## config.mk

```make
export PLATFORM = sky130hd
export DESIGN_NAME = pipeline_stall_controller
export DESIGN_NICKNAME = d
export VERILOG_FILES = /design/src/rtl/pipeline_stall_controller.sv
export SDC_FILE = /design/constraint.sdc
export NUM_CORES = 1
export LEC_CHECK = 0
export BUFFER_PORTS_ARGS = -buffer_cell sky130_fd_sc_hd__buf_2
export CAP_MARGIN = 40
export CORE_ASPECT_RATIO = 0.9
export CORE_MARGIN = 2
export CORE_UTILIZATION = 51
export CTS_CLUSTER_DIAMETER = 150
export CTS_CLUSTER_SIZE = 20
export DETAILED_ROUTE_END_ITERATION = 16
export GPL_ROUTABILITY_DRIVEN = 0
export PLACE_DENSITY = 0.81
export RECOVER_POWER = 50
export SLEW_MARGIN = 0
export SYNTH_ARGS = -nofsm -noshare
export SYNTH_HDL_FRONTEND = slang
export SYNTH_SLANG_ARGS = --single-unit
```

## constraint.sdc

```tcl
create_clock -name clk -period 2.7 [get_ports clk]
set_input_delay 0 -clock clk [delete_from_list [all_inputs] [get_ports clk]]
set_output_delay 0 -clock clk [all_outputs]
set_load 0.1 [all_outputs]
```

## src/rtl/pipeline_stall_controller.sv

```systemverilog
`default_nettype none
// ============================================================================
// Module      : pipeline_stall_controller
// Description : Hazard sequencer for a 5-stage RV32 pipeline. It produces the
//               PC enable and the IF/ID, ID/EX and back-end enable/flush
//               controls from load-use, taken-branch and memory-wait
//               conditions. It also keeps a saturating count of cycles in
//               which the PC was held.
// Revision    : 1.0 - initial release
// ============================================================================
module pipeline_stall_controller #(
    parameter int LOAD_USE_STALL = 1,   // bubbles per load-use hazard (1..7)
    parameter int BRANCH_PENALTY = 1,   // IF/ID squash cycles per taken branch (1..7)
    parameter int CNT_W          = 16   // stall_cycles width
) (
    input  logic             clk,
    input  logic             rst,
    input  logic [4:0]       ifid_rs1,
    input  logic [4:0]       ifid_rs2,
    input  logic             ifid_use_rs1,
    input  logic             ifid_use_rs2,
    input  logic [4:0]       idex_rd,
    input  logic             idex_mem_read,
    input  logic             branch_taken,
    input  logic             imem_busy,
    input  logic             dmem_busy,
    output logic             pc_en,
    output logic             ifid_en,
    output logic             ifid_flush,
    output logic             idex_flush,
    output logic             back_en,
    output logic [CNT_W-1:0] stall_cycles
);

    localparam logic [1:0] c_st_run      = 2'd0;
    localparam logic [1:0] c_st_lu_stall = 2'd1;
    localparam logic [1:0] c_st_squash   = 2'd2;
    localparam logic [1:0] c_st_memwait  = 2'd3;

    // Counter reload values: the first bubble/squash cycle happens in RUN,
    // so the multi-cycle state covers the remaining N-1 cycles.
    localparam logic [2:0] c_lu_init = 3'(LOAD_USE_STALL - 1);
    localparam logic [2:0] c_br_init = 3'(BRANCH_PENALTY - 1);

    logic [1:0]       r_state;
    logic [1:0]       r_ret;
    logic [2:0]       r_cnt;
    logic [CNT_W-1:0] r_stall_cycles;

    logic [1:0]       w_state_nxt;
    logic [1:0]       w_ret_nxt;
    logic [2:0]       w_cnt_nxt;
    logic [1:0]       w_eval;
    logic             w_load_use;
    logic             w_pc_en;
    logic             w_ifid_en;
    logic             w_ifid_flush;
    logic             w_idex_flush;
    logic             w_back_en;

    // x0 is hard-wired zero, so a load targeting it never creates a hazard.
    assign w_load_use = idex_mem_read && (idex_rd != 5'd0) &&
                        ((ifid_use_rs1 && (ifid_rs1 == idex_rd)) ||
                         (ifid_use_rs2 && (ifid_rs2 == idex_rd)));

    // After a memory wait the controller behaves as the state it left, in
    // the same cycle the wait ends, so no extra cycle is lost.
    assign w_eval = (r_state == c_st_memwait) ? r_ret : r_state;

    // State register, stall down-counter and resume-state register.
    always_ff @(posedge clk) begin
        if (rst) begin
            r_state <= c_st_run;
            r_ret   <= c_st_run;
            r_cnt   <= 3'd0;
        end else begin
            r_state <= w_state_nxt;
            r_ret   <= w_ret_nxt;
            r_cnt   <= w_cnt_nxt;
        end
    end

    // Next-state and pipeline control decode, priority dmem > branch > load-use > imem.
    always_comb begin
        w_state_nxt  = r_state;
        w_ret_nxt    = r_ret;
        w_cnt_nxt    = r_cnt;
        w_pc_en      = 1'b0;
        w_ifid_en    = 1'b0;
        w_ifid_flush = 1'b0;
        w_idex_flush = 1'b0;
        w_back_en    = 1'b0;

        if (rst) begin
            w_ifid_flush = 1'b1;
            w_idex_flush = 1'b1;
            w_state_nxt  = c_st_run;
            w_ret_nxt    = c_st_run;
            w_cnt_nxt    = 3'd0;
        end else if (dmem_busy) begin
            // Freeze everything; remember where to resume only on entry so
            // a long wait does not overwrite the resume state with MEMWAIT.
            w_state_nxt = c_st_memwait;
            if (r_state != c_st_memwait) begin
                w_ret_nxt = r_state;
            end
        end else begin
            w_state_nxt = w_eval;
            case (w_eval)
                c_st_run: begin
                    if (branch_taken) begin
                        w_pc_en      = 1'b1;
                        w_ifid_en    = 1'b1;
                        w_ifid_flush = 1'b1;
                        w_idex_flush = 1'b1;
                        w_back_en    = 1'b1;
                        if (BRANCH_PENALTY > 1) begin
                            w_state_nxt = c_st_squash;
                            w_cnt_nxt   = c_br_init;
                        end
                    end else if (w_load_use) begin
                        w_idex_flush = 1'b1;
                        w_back_en    = 1'b1;
                        if (LOAD_USE_STALL > 1) begin
                            w_state_nxt = c_st_lu_stall;
                            w_cnt_nxt   = c_lu_init;
                        end
                    end else if (imem_busy) begin
                        w_idex_flush = 1'b1;
                        w_back_en    = 1'b1;
                    end else begin
                        w_pc_en   = 1'b1;
                        w_ifid_en = 1'b1;
                        w_back_en = 1'b1;
                    end
                end
                c_st_lu_stall: begin
                    // EX holds a bubble here, so a branch cannot be resolving.
                    w_idex_flush = 1'b1;
                    w_back_en    = 1'b1;
                    w_cnt_nxt    = r_cnt - 3'd1;
                    if (r_cnt <= 3'd1) begin
                        w_state_nxt = c_st_run;
                    end
                end
                c_st_squash: begin
                    w_ifid_en    = 1'b1;
                    w_ifid_flush = 1'b1;
                    w_back_en    = 1'b1;
                    if (branch_taken) begin
                        // Fresh redirect: restart the squash window.
                        w_pc_en      = 1'b1;
                        w_idex_flush = 1'b1;
                        w_cnt_nxt    = c_br_init;
                        w_state_nxt  = (BRANCH_PENALTY > 1) ? c_st_squash : c_st_run;
                    end else begin
                        w_pc_en   = !imem_busy;
                        w_cnt_nxt = r_cnt - 3'd1;
                        if (r_cnt <= 3'd1) begin
                            w_state_nxt = c_st_run;
                        end
                    end
                end
                default: begin
                    w_state_nxt = c_st_run;
                end
            endcase
        end
    end

    // Performance counter of PC-hold cycles, saturating at all-ones.
    always_ff @(posedge clk) begin
        if (rst) begin
            r_stall_cycles <= '0;
        end else if (!w_pc_en && (r_stall_cycles != {CNT_W{1'b1}})) begin
            r_stall_cycles <= r_stall_cycles + 1'b1;
        end
    end

    assign pc_en        = w_pc_en;
    assign ifid_en      = w_ifid_en;
    assign ifid_flush   = w_ifid_flush;
    assign idex_flush   = w_idex_flush;
    assign back_en      = w_back_en;
    assign stall_cycles = r_stall_cycles;

endmodule
`default_nettype wire

```

### Word-level counts from Yosys, hierarchy flattened

Cells that the tools add are included.

* input port bits: 23
* logic and storage cells: 59
* register bits after elaboration: 23
* output and inout bits: 21

* equality and inequality tests: 7
* bitwise gates (word level): 1
* $add $sub $neg: 2
* reductions and logical operators: 14
* muxes and demuxes: 30
* $lt $le $gt $ge: 1

Operators with widths (count)
* $mux 1: 19
* $add 16x1->16 const B: 1
* $ne 16x16->1 const B: 1
* $eq 5x5->1: 2
* $mux 2: 4
* $pmux 1 s2: 3
* $pmux 2 s3: 1
* $pmux 3 s2: 1
* $logic_and 1x1->1: 5
* $reduce_bool 5->1: 1
* $eq 2x2->1 const B: 2
* $reduce_and 2->1: 2
* $le 3x1->1 const B: 1
* $mux 3: 1
* $pmux 1 s3: 1
* $reduce_or 3->1: 1
* $sub 3x1->3 const B: 1
* $eq 2x1->1 const B: 1
* $logic_not 1->1: 2
* $logic_not 2->1: 1
* $ne 2x2->1 const B: 1
* $reduce_bool 2->1: 1
* $logic_or 1x1->1: 1
* $not 1->1: 1

### Depth between registers and ports, before layout

* depth in word-level cells: 11
* mapped depth: 13

### Least setup slack after synthesis

No wires, ideal clock.

* kind: reg2reg
* start point: reg r_ret[0]
* end point: reg r_stall_cycles[12] (netlist: stall_cycles[12])
* period minus slack after synthesis: 3.598 ns
* arrival time: 3.527 ns
* slack: -0.898 ns
* library setup time: 0.071 ns
* stages on the path, launching flop included: 12
* cell sequence: dfxtp_1 -> nand2b_1 -> and2_1 -> inv_1 -> ha_1 -> buf_4 -> nor2_1 -> a2111oi_2 -> nand2_1 -> a21oi_1 -> o31ai_1 -> a21oi_1

* longest elaborated chain between the ends: 7
* elaborated cells between the ends (all ways): 8
* those cells by class: 1 x eq/ne; 4 x mux; 3 x reduce/logical

RTL lines
* start: declaration: line 46 `logic [1:0] r_ret;`
* start signal: assignment: line 74 `r_ret <= c_st_run;`
* start signal: assignment: line 78 `r_ret <= w_ret_nxt;`
* $mux 2 *: line 68 `assign w_eval = (r_state == c_st_memwait) ? r_ret : r_state;`
* $eq 2x2->1 or $logic_not 2->1 (tied branches): line 109 `case (w_eval)`
* $pmux 1 s2 *: line 109
* $mux 1 *: line 100 `end else if (dmem_busy) begin`
* $mux 1 *: line 94 `if (rst) begin`
* net pc_en: line 27 `output logic pc_en,`
* $logic_not 1->1 *: line 175 `end else if (!w_pc_en && (r_stall_cycles != {CNT_W{1'b1}})) begin`
* $logic_and 1x1->1 *: line 175
* end signal: assignment: line 176 `r_stall_cycles <= r_stall_cycles + 1'b1;`
* end: declaration: line 48 `logic [CNT_W-1:0] r_stall_cycles;`

Mark *: on every way through the listed nets, which the timed path passes. The rest lies on a longest branch.
A chain may end at the register's enable or synchronous reset.

### Worst setup path after layout

* start point: reg r_state[1]
* end point: out ifid_en

* longest elaborated chain between the ends: 6
* elaborated cells between the ends (all ways): 7
* those cells by class: 2 x eq/ne; 4 x mux; 1 x reduce/logical

RTL lines
* start: declaration: line 45 `logic [1:0] r_state;`
* start signal: assignment: line 73 `r_state <= c_st_run;`
* start signal: assignment: line 77 `r_state <= w_state_nxt;`
* $eq 2x2->1: line 68
* $mux 2 *: line 68
* $eq 2x2->1 or $logic_not 2->1 (tied branches): line 109
* $pmux 1 s2 *: line 109
* $mux 1 *: line 100
* $mux 1 *: line 94
* end: declaration: line 28 `output logic ifid_en,`

Every way passes the cells marked *; elsewhere a longest branch is shown, timed or not.

==> results.tsv <==
stage	metric	value	unit
drt	Post-Route WL	3231	um
drt	Residual DRC	0	
placed_design	number of port buffers	43	
cells_and_area	non-filler instance count after layout	270	
pwr	leakage	0.6622	nW
clock_network	total CTS buffers	3	
logic_synthesis	register area share after synthesis	0.3029	
drt	routed len/inst	11.97	um
drt	Vias	1460	
logic_synthesis	Synth cell types	40	
timing	Fin Hold WS	0.04580	ns
logic_synthesis	post-synthesis compound-gate area fraction	0.1959	
setup_path	slowest stage delay, CP	0.43	ns
setup_path	Worst EP required	2.70	ns
floorplanning	area of the die	3434	um^2
drt	number of DRC markers in iteration 0	80	
clock_network	H-tree depth	1	
global_route	vias in the first global route	1349	
worst_hold_path	Min-Delay Path Class	input pin to flop	
placed_design	Cell Area, Placed	1798	um^2
pwr	PwrDens	421.7	nW/um^2
logic_synthesis	XOR/XNOR share of the synthesized area	0.06337	
timing	min Tclk post-route	2.555	ns
placed_design	HPWL Detailed	2487	um
logic_synthesis	Seq cells post-synth	23	
logic_synthesis	Adder-Cell Fraction of Synth Area	0.05761	
logic_synthesis	syn nets	217	
logic_synthesis	warnings from Yosys	0	
clock_network	clock-pin slew on the worst setup and hold paths	0.11	ns
drt	Pre-antenna DRT Iters	4	
run_status	status	finished clean	
floorplanning	initial core utilization	0.5444	
logic_synthesis	Synth Flop Type	dfxtp_1	
logic_synthesis	post-synthesis mux area share	0.03621	
pwr	peak supply drop	0.3339	mV
clock_network	CTS Root Buffer Type	clkbuf_4	
cells_and_area	area grow syn2layout	20.25	%
job	maxcap violations	0	
floorplanning	cell row count	18	
setup_path	Critical Path Start Type	flop	
logic_synthesis	ranking of synthesized cells by area	dfxtp_1 (30%), a21oi_1 (6.6%), ha_1 (5.8%)	
logic_synthesis	Post-synth EDFFs	0	
global_route	initial antenna violation count	0	
clock_network	clock buffer depth	2	
setup_path	Slowest cell on crit path	buf_2	
logic_synthesis	largest family of logic cells by synthesized area	simple AND/OR/NAND/NOR gates	
cells_and_area	fin area	1828	um^2
timing	Slew @ Worst Pin	1.176	ns
floorplanning	Core Area	2793	um^2
clock_network	CTS sink count	23	
timing	Peak Freq	0.3914	GHz
setup_path	crit path capture type	output port	
timing	RSZ-0062 raised after global routing	false	
floorplanning	Die Width	61.55	um
setup_path	Worst Path Max Fanout	5	
drt	Via density	5.407	
timing	# setup viols final	0	
cells_and_area	n_diodes	0	
logic_synthesis	Synth area leader	dfxtp_1	
logic_synthesis	async set or reset register ratio after synthesis	0	
placed_design	Placed Cells	265	
setup_path	worst path arrival time	2.55	ns
timing	Clock Skew	0.006909	ns
timing	Rel. slew slack	0.2194	
timing	final setup margin	0.1451	ns
pwr	Power Total	0.7709	mW
clock_network	Clock Latency Late Sink	0.30	ns
logic_synthesis	Synth top area share	0.3029	
clock_network	CTS tree	built	
global_route	GRT Util Overall	0.2024	
floorplanning	IO Pins	44	
global_route	first-pass GRT wire length	5589	um
setup_path	Cell Chain, Critical Path	nand2b_1 -> and2_1 -> inv_1 -> ha_1 -> nor2_1 -> a2111oi_2 -> buf_4 -> o31a_1 -> buf_2	
global_route	pin count of the biggest net entering global routing	32	
logic_synthesis	Syn Area/Cell	8.129	um^2
logic_synthesis	post-synthesis cell area	1520	um^2
setup_path	critical path class	flop to output port	
logic_synthesis	Synth Area in Simple Gates	0.2848	
timing	Slew Viols, Final	0	
logic_synthesis	post-synthesis cell count	187	
drt	post-detailed-route count of antenna-violating nets	0	
floorplanning	die height	55.80	um
timing	final hold violation count	0	
placed_design	DP Worst Slack	0.1039	ns
cells_and_area	share of cells above drive strength 1	0.2261	
global_route	gr ovfl total	0	
cells_and_area	fin nets	261	
timing	fin crit share	0.9462	
[report_power, final]
group	internal (mW)	total, mW	switching [mW]
clock network	0.0576	0.152	0.0949
registers	0.355	0.372	0.0172
logic	0.0756	0.246	0.171
[cells by family (layout without fill, tap and decap cells)]
group                    after synthesis  in the layout
AND/OR/NAND/NOR                       78             78
AO/OA/AOI/OAI                         44             44
flip-flops                            23             23
buffers and inverters                 19             62
XOR/XNOR                              11             11
adder cells (fa/ha/maj)                7              7
multiplexers                           5              5
[final cells by class]
class	count	area (um^2)
clock buffer	4	26.28
fill	260	964.7
inverter	11	41.29
multi-input combinational	145	1007
sequential	23	462.9
tap	40	50.05
timing repair buffer	47	240.2
[synthesized netlist by cell type, drive strengths merged (2+ instances only)]
cell     instances
o21ai            9
or3              6
nor2b            7
ha               7
a2111oi          2
nand2            7
clkbuf           5
nand3            6
nor2            19
mux2             4
dfxtp           23
o22ai            2
o31a             2
nor4             5
a21oi           21
xnor2           10
inv             11
or4              5
buf              3
o31ai            5
nor3             8
nand4            7
nand2b           3
[path summary, 6_finish.rpt]
| check | startpoint | endpoint | slack (ns) | cells past startpoint |
|---|---|---|---|---|
| worst min-delay path | dmem_busy | r_state[0] | 0.05 | 3 |
| worst max-delay path | r_state[1] | ifid_en | 0.15 | 9 |
| worst min register to register | r_ret[0] | r_ret[0] | 0.49 | 2 |
| worst max register to register | r_ret[0] | stall_cycles[5] | 0.21 | 10 |
[critical path: cells and delay by family (launching register included)]
family,cells,cell delay [ns]
compound gates,2,0.51
fa+ha+maj,1,0.23
buf+inv,3,0.72
flops,1,0.39
simple gates,3,0.40
[layer usage]
layer,GRT usage,routed length (um)
met5,0,0
met4,0.04255,13
met1,0.2756,1602
met2,0.3203,1470
met3,0.04884,144
[cells in the final DEF, fill, tap and decap left out, types with 10 or more instances in the layout]
cell and instances:
a21oi_1 19, nor2_1 19, clkbuf_1 17, inv_1 11
dfxtp_1 21, buf_2 26, xnor2_1 10
[stage by stage]
step,util,TNS (ns)
global placement,0.6438,0
finish,0.6546,0
floorplan,-,-0.009121
detailed placement,0.6438,0
CTS,0.6532,0
global route,0.6546,0
[sequential cells by signal, summed over array words and instances (netlist names)]
name          count
stall_cycles     16
r_ret             2
r_cnt             3
r_state           2
[repair_timing]
| item | 4_1_cts | 5_1_grt |
|---|---|---|
| hold buffers | 0 | 0 |
| setup endpoints to repair | 0 | 16 |
| buffers inserted | 0 | 1 |
| gates resized for setup | 0 | 4 |
Note: power is estimated with default switching activity, not from simulation.
